$ cat config.mk
export PLATFORM = sky130hd
export DESIGN_NAME = uart_fifo_tx
export DESIGN_NICKNAME = d
export VERILOG_FILES = /design/src/rtl/uart_fifo_tx.sv
export SDC_FILE = /design/constraint.sdc
export NUM_CORES = 1
export LEC_CHECK = 0
export CORE_ASPECT_RATIO = 1.2
export CORE_UTILIZATION = 51
export DETAILED_ROUTE_END_ITERATION = 10
export PLACE_DENSITY = 0.77
export SETUP_SLACK_MARGIN = 0.1
export SLEW_MARGIN = 15
export SYNTH_ARGS = -nofsm -noshare
export SYNTH_HDL_FRONTEND = slang
export SYNTH_SLANG_ARGS = --single-unit
$ cat constraint.sdc
create_clock -name clk_i -period 2.4 [get_ports clk_i]
set_input_delay 0.36 -clock clk_i [delete_from_list [all_inputs] [get_ports clk_i]]
set_output_delay 0.36 -clock clk_i [all_outputs]
set_load 0.02 [all_outputs]
$ cat src/rtl/uart_fifo_tx.sv
// Purpose: UART transmit byte FIFO with a drain FSM that feeds the TX serializer (start/done handshake).
// Latency: a write at edge N into an empty FIFO is popped at N+1; tx_start_o is high in the cycle after N+1.
// Backpressure: writes while full are dropped and flagged on overflow_o; pops wait for tx_en_i and tx_done_i.
// Optional feature: define UART_FIFO_TX_FLUSH_EN to add the flush_i input.
module uart_fifo_tx #(
    parameter int DEPTH = 8,
    parameter int DW    = 8,
    localparam int AW   = $clog2(DEPTH)
) (
    input  logic          clk_i,
    input  logic          rst_i,
    input  logic          wr_en_i,
    input  logic [DW-1:0] data_i,
    input  logic          tx_en_i,
    input  logic [AW:0]   thresh_i,
    input  logic          tx_done_i,
`ifdef UART_FIFO_TX_FLUSH_EN
    input  logic          flush_i,
`endif
    output logic          tx_start_o,
    output logic [DW-1:0] tx_data_o,
    output logic          busy_o,
    output logic          full_o,
    output logic          empty_o,
    output logic [AW:0]   count_o,
    output logic          intr_lvl_o,
    output logic          overflow_o
);

    typedef enum logic [1:0] {
        ST_IDLE  = 2'd0,
        ST_START = 2'd1,
        ST_WAIT  = 2'd2
    } state_t;

    localparam logic [AW:0] FULL_CNT = (AW+1)'(DEPTH);

    state_t          state;
    logic [DW-1:0]   mem [DEPTH];
    logic [AW-1:0]   wr_ptr;
    logic [AW-1:0]   rd_ptr;
    logic [AW:0]     count;
    logic            flush;
    logic            push;
    logic            pop;

`ifdef UART_FIFO_TX_FLUSH_EN
    assign flush = flush_i;
`else
    assign flush = 1'b0;
`endif

    // Full/empty come from the registered counter, so a push into an empty FIFO
    // cannot be popped in the same cycle and a write while full is always rejected.
    assign full_o     = (count == FULL_CNT);
    assign empty_o    = (count == '0);
    assign count_o    = count;
    assign intr_lvl_o = (count <= thresh_i);
    assign busy_o     = (state != ST_IDLE);
    assign tx_start_o = (state == ST_START);

    // A flush wins over both a same-cycle write and a same-cycle pop from IDLE.
    assign push = wr_en_i && !full_o && !flush;
    assign pop  = (state == ST_IDLE) && tx_en_i && !empty_o && !flush;

    // Storage array; contents are intentionally left unreset.
    always_ff @(posedge clk_i) begin
        if (!rst_i && push) begin
            mem[wr_ptr] <= data_i;
        end
    end

    // Pointers, occupancy counter, overflow pulse and the drain FSM.
    always_ff @(posedge clk_i) begin
        if (rst_i) begin
            wr_ptr     <= '0;
            rd_ptr     <= '0;
            count      <= '0;
            overflow_o <= 1'b0;
            tx_data_o  <= '0;
            state      <= ST_IDLE;
        end else begin
            overflow_o <= wr_en_i && full_o && !flush;

            if (flush) begin
                wr_ptr <= '0;
                rd_ptr <= '0;
                count  <= '0;
            end else begin
                if (push) begin
                    wr_ptr <= wr_ptr + 1'b1;
                end
                if (pop) begin
                    rd_ptr <= rd_ptr + 1'b1;
                end
                case ({push, pop})
                    2'b10:   count <= count + 1'b1;
                    2'b01:   count <= count - 1'b1;
                    default: count <= count;
                endcase
            end

            // A byte already in flight always finishes START/WAIT, even across a flush.
            case (state)
                ST_IDLE: begin
                    if (pop) begin
                        tx_data_o <= mem[rd_ptr];
                        state     <= ST_START;
                    end
                end
                ST_START: begin
                    state <= ST_WAIT;
                end
                ST_WAIT: begin
                    if (tx_done_i) begin
                        state <= ST_IDLE;
                    end
                end
                default: begin
                    state <= ST_IDLE;
                end
            endcase
        end
    end

endmodule

-- Word level (Yosys, flattened, before mapping)
Memories as Yosys holds them, arrays and structs flattened. A register that Yosys moved wholly into a read port is not among the register bits.
Index checks and enable logic that the tools add are counted.
- register bits: 13
- RAM bits: 64
- bits of input ports: 17
- word-level logic and storage cells: 38
- memories: 1
- memory list (memory ; words ; bits a word ; read ports ; clocked after Yosys merged registers in ; wr ports ; line ; text):
    mem ; 8 ; 8 ; 1 ; 1 ; 1 ; 39 ; logic [DW-1:0] mem [DEPTH];
- add/sub/neg operators: 4
- order comparisons: 1
- equal/unequal tests: 7
- muxes and demuxes: 6
- reduce and logical (&&, ||, !) cells: 14
- operators by type and width (operator ; count):
    one-hot mux 4 bit (2 select lines) ; 1
    adder 3 x 1 -> 3 bit (second input constant) ; 2
    one-hot mux 2 bit (3 select lines) ; 1
    logical AND 1 bit ; 5
    adder 4 x 1 -> 4 bit (second input constant) ; 1
    equality test 2 x 1 -> 1 bit (second input constant) ; 2
    equality test 2 bit (second input constant) ; 2
    equality test 4 bit (second input constant) ; 1
    <= comparator 4 bit ; 1
    logical NOT 4 bit ; 1
    two-way mux 2 bit ; 2
    inequality test 2 bit (second input constant) ; 2
    AND reduction 2 bit ; 2
    nonzero test 2 bit ; 2
    subtractor 4 x 1 -> 4 bit (second input constant) ; 1
    logical NOT 1 bit ; 3
    logical NOT 2 bit ; 1
    two-way mux 1 bit ; 2

-- Longest topological paths before layout
Gate-level depths: netlist of the first run.
- word-level depth: 6
- mapped depth: 10
- mapped depth without buffers: 9

-- Least setup slack after synthesis of the first run
OpenSTA, ideal clock, no wires.
- path type: register to register
- start point: reg count[0], in the netlist count_o[0]
- end point: reg count[3], in the netlist count_o[3]
- data arrival time: 2.504 ns
- required time: 2.279 ns
- setup slack: -0.224 ns
- cell stages (with the launch flop): 8
- buffers on the path: 1
- period minus slack after synthesis: 2.624 ns
- path through: dfxtp_1 or4_4 and2_4 buf_6 ha_1 or3_1 o32ai_1 mux2_2
- cells in the longest elaborated chain, start to end: 5
- elaborated cells between the ends (all ways): 12
- those cells by class: 2 x add/sub; 3 x eq/ne; 1 x mux; 6 x reduce/logical
- RTL lines (item ; line ; text):
    start, declared ; 42 ; logic [AW:0] count;
    start signal, assigned ; 97 ; 2'b10: count <= count + 1'b1;
    start signal, assigned ; 98 ; 2'b01: count <= count - 1'b1;
    start signal, assigned ; 99 ; default: count <= count;
    logical NOT 4 bit * ; 56 ; assign empty_o = (count == '0);
    logical NOT 1 bit * ; 64 ; assign pop = (state == ST_IDLE) && tx_en_i && !empty_o && !flush;
    logical AND 1 bit * ; 64 ;
    named net pop ; 45 ; logic pop;
    equality test 2 x 1 -> 1 bit or equality test 2 bit (tied branches) ; 96 ; case ({push, pop})
    one-hot mux 4 bit (2 select lines) or nonzero test 2 bit (tied branches) ; -- ;
Mark *: on every way through the listed nets, which the timed path passes. The rest lies on a longest branch.
A chain may end at the register's enable or synchronous reset.

-- Worst setup path after layout of the first run
- start point: reg count[1], in the netlist count_o[1]
- end point: reg count[2], in the netlist count_o[2]
- cells in the longest elaborated chain, start to end: 5
- elaborated cells between the ends (all ways): 12
- those cells by class: 2 x add/sub; 3 x eq/ne; 1 x mux; 6 x reduce/logical
- RTL lines (item ; line):
    equality test 4 bit or logical NOT 4 bit (tied branches) ; 55, 56
    logical NOT 1 bit, on equally long branches ; 63, 64
    logical AND 1 bit, on equally long branches ; 63, 64
    equality test 2 x 1 -> 1 bit or equality test 2 bit (tied branches) ; 96
    one-hot mux 4 bit (2 select lines) or nonzero test 2 bit (tied branches) ; --
Parallel ways exist; a longest one is shown, timed or not.

==> results of run 1 <==
## final cells by class
type,count,area (um^2)
clock buffers,9,123.9
flip-flops and latches,85,2351
fillers,450,2230
repair buffers,57,509.2
well taps,85,106.4
multi-input cells,117,1116
clock inverters,7,60.06
inverters,8,30.03
## path summary, 6_finish.rpt
check                                   from      endpoint  slack, ns  depth (start not counted)
worst max-delay path              count_o[1]    count_o[2]       0.16                          9
worst min-delay path            tx_data_o[6]  tx_data_o[6]       0.50                          2
worst min register to register  tx_data_o[6]  tx_data_o[6]       0.50                          2
worst max register to register    count_o[1]    count_o[2]       0.16                          9
## synthesized netlist by cell type (3+ instances only)
library cell / instances
a21oi_1: 5
dfxtp_1: 21
edfxtp_1: 64
ha_1: 9
inv_1: 8
mux4_2: 16
nand2b_1: 3
nand3_1: 3
nor2_1: 26
nor2b_1: 5
nor3_1: 10
o22ai_1: 8
xor2_1: 5
## sequential cells by signal, indices dropped and copies added (netlist names)
signal,flops
count_o,4
mem,64
overflow_o,1
rd_ptr,3
state,2
tx_data_o,8
wr_ptr,3
## timing repair
item	in CTS	in global routing
gates cloned	0	0
setup endpoints to repair	4	4
setup buffers	0	3
pin swaps	0	2
endpoints found under the hold margin	0	0
gates resized for setup	8	7
## logic make-up (layout without fill, tap and decap cells)
group | count (synthesis) | count (layout) | share of synthesized area
AO/OA/AOI/OAI | 19 | 19 | 0.03312
XOR/XNOR | 7 | 7 | 0.01764
adder cells (fa/ha/maj) | 9 | 9 | 0.03240
buffers and inverters | 16 | 81 | 0.02376
flip-flops | 85 | 85 | 0.6739
multiplexers | 19 | 19 | 0.1127
AND/OR/NAND/NOR | 63 | 63 | 0.1066
## power by group through the flow
stage | combinational, mW | sequential, mW | clock (mW)
2_1_floorplan | 1.01 | 1.99 | 0
3_3_place_gp | 1.64 | 1.87 | 0
3_5_place_dp | 1.66 | 1.88 | 0
4_1_cts | 1.65 | 1.85 | 0.944
5_1_grt | 1.84 | 1.87 | 0.995
6_report | 1.69 | 1.85 | 0.915
## routing by layer
layer / part of all wire / up-vias / GRT usage
met5: 0 / - / 0
met4: 0.015 / 0 / 0.08176
met3: 0.039 / 7 / 0.03547
met2: 0.52 / 47 / 0.3134
met1: 0.43 / 995 / 0.2342
li1: - / 955 / -
## worst max-delay path, stage by stage (launching register included)
cell     delay [ns]
dfxtp_4        0.39
or4b_4         0.57
nand2_8        0.12
ha_4           0.14
xor2_1         0.15
ha_2           0.19
a21oi_2        0.03
xor2_1         0.14
or3_1          0.33
a21oi_2        0.11
## cell usage in the layout (no fill, tap or decap), types with 3 or more instances in the layout
cell type / Yosys / routed
o22ai_1: 8 / 8
clkdlybuf4s50_1: 0 / 31
nor3_1: 10 / 9
inv_1: 8 / 8
nor2_1: 26 / 26
nand3_1: 3 / 3
a21oi_1: 5 / 3
edfxtp_1: 64 / 64
nor2b_1: 5 / 5
nand2b_1: 3 / 3
xor2_1: 5 / 5
dfxtp_1: 21 / 18
buf_4: 1 / 24
clkinv_4: 0 / 3
clkbuf_8: 0 / 9
ha_1: 9 / 6
mux4_2: 16 / 16
## stage by stage
step	setup TNS, ns	hold WS, ns	instance area (um^2)	setup WS, ns	util
final	0	0.4989	4297	0.1633	0.6584
after global routing	0	0.5250	4297	0.06741	0.6584
after CTS	0	0.5000	4252	0.1021	0.6515
after detailed placement	-0.3159	0.4843	4070	-0.3149	0.6237
after global placement	-0.2855	0.4815	4070	-0.2855	0.6237
after floorplan	-0.00001066	0.4589	3526	-0.00001066	-
==> results_dict.tcl, run 1 <==
set metrics [dict create \
    cts-htree-levels 3 \
    num_vias 2004 \
    layout-drive-gt1-share 0.2650 \
    mappedNetlistNets 244 \
    syn-instance-count 218 \
    p_sw_mw 1.455 \
    nets 304 \
    fp.dieArea_um2 7151 \
    area_delta_synth_final_pct 23.61 \
    p_leak_nw 1.494 \
    grt_max_degree 22 \
    cts_tree "built" \
    wl_per_cell_um 16.50 \
    critical_path.max_fanout 9 \
    ys_seq_elements 85 \
    syn-cell-area_um2 3476 \
    min_period_ns 2.237 \
    postRouteAntennaNets 0 \
    cts.sinks 85 \
    period_share 0.9320 \
    synth-edff-count 64 \
    clk_latency_ns 0.35 \
    avgViaCountPerCell 5.446 \
    hp-class "reg2reg" \
    drc 0 \
    p_per_area_nw_per_um2 1036 \
    core_area_um2 6526 \
    clock.fmax_mhz 447.1 \
    relSlewSlack 0.7707 \
    p_int_mw 2.997 \
    drv_slew 0 \
    cts.reportedPaths.clkPinSlew_ns 0.09 \
    ys_async_sr_fraction 0 \
    grt.overflow.total 0 \
    cap_violations 0 \
    diodes 0 \
    cts.path.max_buffers 2 \
    port_buffers 34 \
    synth_top_area_frac 0.5529 \
    rsz0062_at_grt "true" \
    first_pass_iters 4 \
    required_ns 2.69 \
    dieHeight_um 92.44 \
    power_frac_clock 0.206 \
    synth-main-ff-cell "edfxtp_1" \
    grt_pass1_vias 1962 \
    grt_pass1_wl_um 9660 \
    root_buffer "clkbuf_8" \
    p_sw_frac 0.3268 \
    dp_hpwl_um 4107 \
    gp_congestion 0.7455 \
    cp-end-kind "flip-flop" \
    synth_cell_type_count 39 \
    initial_utilization 0.5326 \
    status "finished, final reports clean" \
    die_w_um 77.36 \
    dp.cells 349 \
    antenna_found_initial 0 \
    setup_viol 0 \
    fin_cells 368 \
    track_usage 0.1861 \
    worst_ir_drop_vdd_mv 0.5572 \
    seq_area_frac_synth 0.6739 \
    tightest_slew_ns 0.3439 \
    combPwrFrac 0.380 \
    drtIter0Drc 140 \
    p_total_mw 4.451 \
    cts-buffers-inserted 9 \
    ys_warn_count 0 \
    start_kind "flip-flop" \
    arrival_ns 2.52 \
    skew_ns 0.005414 \
    seq_power_share 0.415 \
    avgSynthCellArea_um2 15.94 \
    critPathKind "reg2reg" \
    wl_um 6073 \
    rows 32 \
    hold_viol_final 0 \
    synth_area_leader_cell "edfxtp_1" \
    io_pins 35 \
    holdBufCountCts 0 \
    synth_area_leaders "edfxtp_1 (55%), dfxtp_1 (12%), mux4_2 (10%), ha_1 (3.2%), nor2_1 (2.8%)" \
]
No activity file was read; power rests on OpenSTA's default activity.
==> run 2: changes to the inputs <==
Settings changed: CTS_CLUSTER_SIZE set to 8, SLEW_MARGIN 15 to not set.
==> results of run 2 <==
No change in the layout: final DEF, timing and power equal those of run 1.
